===== src/rtl/reg_file_param.sv =====
`default_nettype none
// ============================================================================
// Module      : reg_file_param
// Description : Parameterised register file with two combinational read
//               ports, one byte-masked write port, optional hard-wired zero
//               register, optional write-to-read forwarding and a per-register
//               pending (scoreboard) bit set at issue and cleared at write.
// Ports       : clk, reset (async, active-high)
//               write_enable, reg_dest, data_input, byte_en  - write port
//               reg_src1/2 -> read_data1/2, busy1/2          - read ports
//               issue_valid, issue_dest                      - scoreboard set
//               hazard = busy1 | busy2
// Revision    : 1.0 - initial release
// ============================================================================
module reg_file_param #(
    parameter int DATA_W       = 32,
    parameter int ADDR_W       = 5,
    parameter int ZERO_REG     = 1,
    parameter int BYPASS       = 1,
    parameter int ONE_REG_INIT = 1
) (
    input  logic                clk,
    input  logic                reset,
    input  logic                write_enable,
    input  logic [ADDR_W-1:0]   reg_dest,
    input  logic [DATA_W-1:0]   data_input,
    input  logic [DATA_W/8-1:0] byte_en,
    input  logic [ADDR_W-1:0]   reg_src1,
    input  logic [ADDR_W-1:0]   reg_src2,
    output logic [DATA_W-1:0]   read_data1,
    output logic [DATA_W-1:0]   read_data2,
    input  logic                issue_valid,
    input  logic [ADDR_W-1:0]   issue_dest,
    output logic                busy1,
    output logic                busy2,
    output logic                hazard
);

    localparam int          c_DEPTH = 2 ** ADDR_W;
    localparam int          c_NB    = DATA_W / 8;
    localparam logic [DATA_W-1:0] c_ONE = DATA_W'(1);

    logic [DATA_W-1:0] regs_q [c_DEPTH];
    logic [DATA_W-1:0] regs_d [c_DEPTH];
    logic [c_DEPTH-1:0] busy_q;
    logic [c_DEPTH-1:0] busy_d;

    logic              w_wr_ok;
    logic              w_iss_ok;
    logic [DATA_W-1:0] w_mask;
    logic [DATA_W-1:0] w_merged;

    // Writes and issues to register 0 are dropped when it is hard-wired.
    // Gating with reset also keeps forwarding quiet while reset is held.
    assign w_wr_ok  = write_enable && !reset &&
                      !((ZERO_REG != 0) && (reg_dest == '0));
    assign w_iss_ok = issue_valid && !reset &&
                      !((ZERO_REG != 0) && (issue_dest == '0));

    generate
        for (genvar i = 0; i < c_NB; i++) begin : g_mask
            assign w_mask[8*i +: 8] = {8{byte_en[i]}};
        end
    endgenerate

    // Byte-merged value the destination will hold after the edge.
    assign w_merged = (regs_q[reg_dest] & ~w_mask) | (data_input & w_mask);

    always_comb begin
        regs_d = regs_q;
        busy_d = busy_q;
        if (w_wr_ok) begin
            regs_d[reg_dest] = w_merged;
            busy_d[reg_dest] = 1'b0;
        end
        // Issue applied last so a same-edge issue beats the clearing write.
        if (w_iss_ok) begin
            busy_d[issue_dest] = 1'b1;
        end
    end

    always_ff @(posedge clk or posedge reset) begin
        if (reset) begin
            for (int i = 0; i < c_DEPTH; i++) begin
                regs_q[i] <= ((ONE_REG_INIT != 0) && (i == 1)) ? c_ONE : '0;
            end
            busy_q <= '0;
        end else begin
            regs_q <= regs_d;
            busy_q <= busy_d;
        end
    end

    // Two identical read ports.
    logic [ADDR_W-1:0] w_src   [2];
    logic [DATA_W-1:0] w_rdata [2];
    logic              w_rbusy [2];

    assign w_src[0] = reg_src1;
    assign w_src[1] = reg_src2;

    generate
        for (genvar p = 0; p < 2; p++) begin : g_rd
            always_comb begin
                w_rdata[p] = regs_q[w_src[p]];
                w_rbusy[p] = busy_q[w_src[p]];
                if ((ZERO_REG != 0) && (w_src[p] == '0)) begin
                    w_rdata[p] = '0;
                    w_rbusy[p] = 1'b0;
                end else if ((BYPASS != 0) && w_wr_ok && (reg_dest == w_src[p])) begin
                    // Forwarded write also resolves the pending state early.
                    w_rdata[p] = w_merged;
                    w_rbusy[p] = 1'b0;
                end
            end
        end
    endgenerate

    assign read_data1 = w_rdata[0];
    assign read_data2 = w_rdata[1];
    assign busy1      = w_rbusy[0];
    assign busy2      = w_rbusy[1];
    assign hazard     = w_rbusy[0] | w_rbusy[1];

endmodule
`default_nettype wire

===== config.mk =====
export PLATFORM = sky130hd
export DESIGN_NAME = reg_file_param
export DESIGN_NICKNAME = d
export VERILOG_FILES = /design/src/rtl/reg_file_param.sv
export SDC_FILE = /design/constraint.sdc
export NUM_CORES = 2
export LEC_CHECK = 0
export CORE_UTILIZATION = 58
export CTS_BUF_LIST = sky130_fd_sc_hd__clkbuf_4
export DETAILED_ROUTE_END_ITERATION = 8
export PLACE_DENSITY = 0.78
export SLEW_MARGIN = 15
export SYNTH_ARGS = -nofsm -noshare
export SYNTH_HDL_FRONTEND = slang
export SYNTH_SLANG_ARGS = --single-unit

===== constraint.sdc =====
create_clock -name clk -period 45.2 [get_ports clk]
set_clock_uncertainty 0.05 [all_clocks]
set_input_delay 6.78 -clock clk [delete_from_list [all_inputs] [get_ports clk]]
set_output_delay 6.78 -clock clk [all_outputs]
set_load 0.02 [all_outputs]

## Word level (Yosys, flattened, before mapping)

Cells that the tools add are included.

| storage, ports and cells | value |
|---|---|
| register bits | 1,056 |
| input port bits | 60 |
| output and inout bits | 67 |
| logic and storage cells | 102 |

| operators by class | value |
|---|---|
| order comparisons | 10 |
| eq/ne operators | 2 |
| muxes and demuxes | 30 |
| bitwise operators | 11 |
| reductions and logical operators | 16 |

Operators with widths:

| operator | number |
|---|---|
| $bwmux W1024 | 1 |
| $bmux W32 S5 | 3 |
| $mux W32 | 13 |
| $demux W32 S5 | 1 |
| $and A32 B32 Y32 | 3 |
| $not A32 Y32 | 2 |
| $or A32 B32 Y32 | 2 |
| $lt A5 B6 Y1 const B | 4 |
| $logic_not A5 Y1 | 4 |
| $ge A6 B6 Y1 const B | 3 |
| $not A5 Y6 | 3 |
| $bmux W1 S5 | 2 |
| $demux W1 S5 | 2 |
| $eq A5 B5 Y1 | 2 |
| $ge A5 B1 Y1 const B | 2 |
| $logic_and A1 B1 Y1 | 9 |
| $mux W1 | 8 |
| $lt A6 B1 Y1 const B | 1 |
| $logic_not A1 Y1 | 3 |
| $or A1 B1 Y1 | 1 |

## Depth between registers and ports, before layout

| logic depth | value |
|---|---|
| depth in word-level cells | 9 |
| mapped depth | 12 |
| gate-level depth less buffers | 6 |

## Worst setup path after synthesis

OpenSTA, ideal clock, no wires.

| timing path | value |
|---|---|
| kind | input port to flip-flop |
| from | input port reset |
| to | register busy_q[11] |
| library setup time | 70 ps |
| data arrival time | 32,942 ps |
| data required time | 45,080 ps |
| slack | 12,138 ps |
| cell stages on the path | 4 |
| buffers on the path | 0 |
| cells stage by stage | inv_1 > nand2_1 > nor4b_1 > a32o_1 |

| between the ends | value |
|---|---|
| word-level cells in the longest chain between the ends | 6 |
| elaborated cells on any way between the ends | 8 |
| those cells by class | 2 x mux; 1 x bitwise; 5 x reduce/logical |

Ends and longest elaborated chain:

| what | line | source |
|---|---|---|
| start: declaration | 23 | `input logic reset,` |
| $logic_not A1 Y1 (no line) * | n/a |  |
| $logic_and A1 B1 Y1 (2 in a row) | 55 | `assign w_wr_ok = write_enable && !reset &&` |
| $mux W32 | 72 | `if (w_wr_ok) begin` |
| $or A32 B32 Y32 (no line) | n/a |  |
| $mux W32 * | 77 | `if (w_iss_ok) begin` |
| named net busy_d[11] | 46 | `logic [c_DEPTH-1:0] busy_d;` |
| end signal: assignment | 90 | `busy_q <= busy_d;` |
| end: declaration | 45 | `logic [c_DEPTH-1:0] busy_q;` |

The timed path passes the listed nets; every way through them passes the cells marked *.
A chain may end at the register's enable or synchronous reset.

## Worst setup path after layout

| timing path | value |
|---|---|
| from | input port reg_src1[0] |
| to | output port read_data1[25] |

| between the ends | value |
|---|---|
| word-level cells in the longest chain between the ends | 6 |
| elaborated cells on any way between the ends | 9 |
| those cells by class | 1 x eq/ne; 5 x mux; 1 x bitwise; 2 x reduce/logical |

Ends and longest elaborated chain:

| what | line | source |
|---|---|---|
| start: declaration | 28 | `input logic [ADDR_W-1:0] reg_src1,` |
| $not A5 Y6 (not written as such) | 105 | `w_rdata[p] = regs_q[w_src[p]];` |
| $bmux W32 S5 | 105 |  |
| $mux W32 (not written as such) (2 in a row) | 105 |  |
| $mux W32 | 110 | `end else if ((BYPASS != 0) && w_wr_ok && (reg_dest == w_src[p])) begin` |
| $mux W32 * | 107 | `if ((ZERO_REG != 0) && (w_src[p] == '0)) begin` |
| end: declaration | 30 | `output logic [DATA_W-1:0] read_data1,` |

Every way passes the cells marked *; elsewhere a longest branch is shown, timed or not. The select of a mux whose other input is x is not followed.

==> flow_summary_export.csv <==
group,metric,value,unit
place,dp.cells,6516,
grt,grtUsageTotal,41.7,%
drt,ant_nets,0,
drt,drc,0,
clocking,cts_resized,0,
floorplan,die_x,333,um
critical_path,critPathBufInv,5,
drt,dr.first_iter.drc_count,9206,
cells_and_area,fillers,8037,
grt,grt-ovfl-total,0,
grt,grt_max_degree,190,
floorplan,core-area,0.109,mm2
logic_synthesis,synthFlopType,"dfrtp_1",
cells_and_area,area_growth,7.59,%
clocking,clockRootBuffer,"clkbuf_4",
grt,grt_pass1_wl,338000,um
logic_synthesis,syn_avg_cell_area,11.6,um2
sta,rsz0062_at_grt,"no",
place,port-buffer-count,126,
pwr,power,2530,uW
logic_synthesis,synth_cell_types,65,
logic_synthesis,yosysWarnings,0,
clocking,cts.sinks,1056,
min_path,hold_class,"register to register",
cells_and_area,drive_gt1_share,26.9,%
critical_path,max_stage_delay,0.93,ns
clocking,clockBufferDepth,4,
floorplan,initial_core_util,58.4,%
clocking,htree_levels,5,
critical_path,crit_fanout,67,
clocking,cts-buffers-inserted,290,
sta,relSlewSlack,11.8,%
clocking,cts_tree,"built",
floorplan,rows,121,
drt,routed-via-count,52900,
clocking,hold_buffers,0,
place,gp_congestion,0.934,
logic_synthesis,synth_area,0.0635,mm2
cells_and_area,finalNonFillerCells,7001,
floorplan,die_h,333,um
critical_path,crit_required,38.37,ns
sta,period_share,42.2,%
logic_synthesis,async_reset_ff_share,100,%
sta,max_freq,0.0524,GHz
run,max_cap_violations,0,
critical_path,crit_family,"buffers and inverters",
critical_path,critPathSlowestCell,"buf_4",
cells_and_area,seqCellArea,0.0264,mm2
cells_and_area,multi_input_area,0.0346,mm2
pwr,p_per_area,37.0,mW/mm2
logic_synthesis,synth_edf_count,0,
drt,wire_per_inst,32.8,um
sta,period_minus_slack,19.08,ns
sta,setup_violations,0,
logic_synthesis,yosysSeqAreaShare,41.6,%
place,hpwl,128000,um
critical_path,setup.worst_path.class,"input pin to output port",
logic_synthesis,synthCells,5493,
drt,viasPerCell,7.55,
critical_path,cp.arrival,12.25,ns
drt,wirelength,229000,um
sta,tightest_slew,1.32,ns
floorplan,pin_count,127,
grt,grt_pass1_vias,52200,
clocking,cts.reportedPaths.clkPinSlew,0.06,ns
logic_synthesis,ys_seq_elements,1056,
drt,dr.pass1.iters,6,
logic_synthesis,synth_nets,5553,
pwr,leakagePower,0.0296,uW
critical_path,start_kind,"input pin",
sta,tns,0,ns
run_status,status,"completed",
cells_and_area,fin_nets,5454,
sta,report.final.slew_viol_count,0,
sta,finalHoldViolCount,0,
critical_path,endpoint_kind,"output port",
pwr,peakVddDrop,0.0203,mV
grt,antenna_found_initial,10,
clocking,clock_latency,1.24,ns
critical_path,cp_cell_sequence,"buf_8 -> buf_4 -> buf_4 -> buf_4 -> mux4_2 -> mux4_2 -> a211oi_1 -> a21oi_1 -> clkdlybuf4s50_1",
clocking,post-cts-setup-buffer-count,0,
critical_path,cp_common_cell,"buf_4",
floorplan,die_area,0.111,mm2
## final cells by class
type,count,area share (%)
antenna,12,0.0439
clock buffer,386,4.24
clock inverter,87,0.663
inverter,27,0.159
multi-input combinational,3790,50.6
sequential,1056,38.7
tap,1414,2.59
timing repair buffer,229,3.07
## metrics by stage
step / setup slack (ns) / instance area (um2) / hold slack (ns) / util, %
3_5_place_dp: 26.18 / 65000 / 0.342 / 59.8
3_3_place_gp: 26.23 / 65000 / 0.336 / 59.8
4_1_cts: 26.18 / 68300 / 0.356 / 62.8
2_1_floorplan: 8.63 / 63500 / 0.391 / -
5_1_grt: 25.83 / 68300 / 0.364 / 62.9
6_report: 26.12 / 68300 / 0.352 / 62.9
## layer usage
metal | track usage [%] | up-vias | part of all wire (%)
met1 | 51.7 | 25800 | 33
li1 | - | 20500 | -
met2 | 56.6 | 5179 | 41
met4 | 29.2 | 14 | 8.4
met5 | 0 | - | 0.054
met3 | 20.7 | 1354 | 18
## path summary, 6_finish.rpt
path                             startpoint        endpoint  slack, ns  cells past startpoint
worst max-delay path            reg_src1[0]  read_data1[25]      26.12                      9
max in group asynchronous             reset     regs_q[185]      34.02                      7
worst min-delay path              busy_q[0]       busy_q[0]       0.35                      0
worst max register to register  regs_q[533]     regs_q[341]      42.39                      6
worst min register to register    busy_q[0]       busy_q[0]       0.35                      0
min in group asynchronous             reset       busy_q[5]       6.26                      2
## cells in the mapped netlist, types with 34 or more instances
library cell     n  share of area (%)
dfrtp_1       1055                 42
o21ai_0        811                6.4
nand3_1         34               0.27
buf_1           48               0.28
buf_2          177                1.4
nor2_1          65               0.38
clkbuf_1       347                2.1
o22ai_1        105                1.0
nand2_1       1078                6.4
a211oi_1        54               0.64
mux2_2         177                3.1
mux4_2         720                 26
mux2i_1        372                5.9
a21oi_1         77               0.61
a22oi_1         97                1.1
## where the power goes
group	switching (uW)	internal [uW]
combinational	270	252
sequential	116	1050
clock	419	418
total	805	1720
## state kept, by name (all words and copies together) (netlist names)
name	flops
regs_q	1024
busy_q	32
## worst reg2reg max path, cell delays in order, from the launching register on
cell     delay (ns)
dfrtp_1        0.41
mux4_2         0.50
a22o_1         0.25
nor4_1         0.34
a32oi_1        0.15
inv_1          0.68
o21ai_0        0.23
## cell usage in the layout, fill, tap and decap left out, types with 7 or more instances in the layout
master	n
a211oi_1	54
a21oi_1	75
a22o_1	19
a22oi_1	97
a41oi_1	14
and2_1	11
buf_4	101
clkbuf_4	386
clkdlybuf4s50_1	113
clkinv_1	63
clkinv_2	13
dfrtp_1	1055
diode_2	12
inv_1	25
inv_2	7
mux2_2	177
mux2i_1	372
mux4_2	720
nand2_1	1045
nand2_4	31
nand2b_1	9
nand3_1	34
nor2_1	62
nor2b_1	14
nor3_1	23
nor4_1	10
o21ai_0	808
o21ai_1	9
o22ai_1	100
## logic make-up (layout without fill, tap and decap cells)
group	after synthesis	in the layout	share of synthesized area [%]
mux	1269	1269	34.5
simple gates	1295	1295	8.29
other cells	0	12	0
flops	1056	1056	41.6
xor+xnor	8	8	0.110
buf+inv	647	729	4.59
compound gates	1218	1218	10.9
Power figures use the tool's default switching activity.
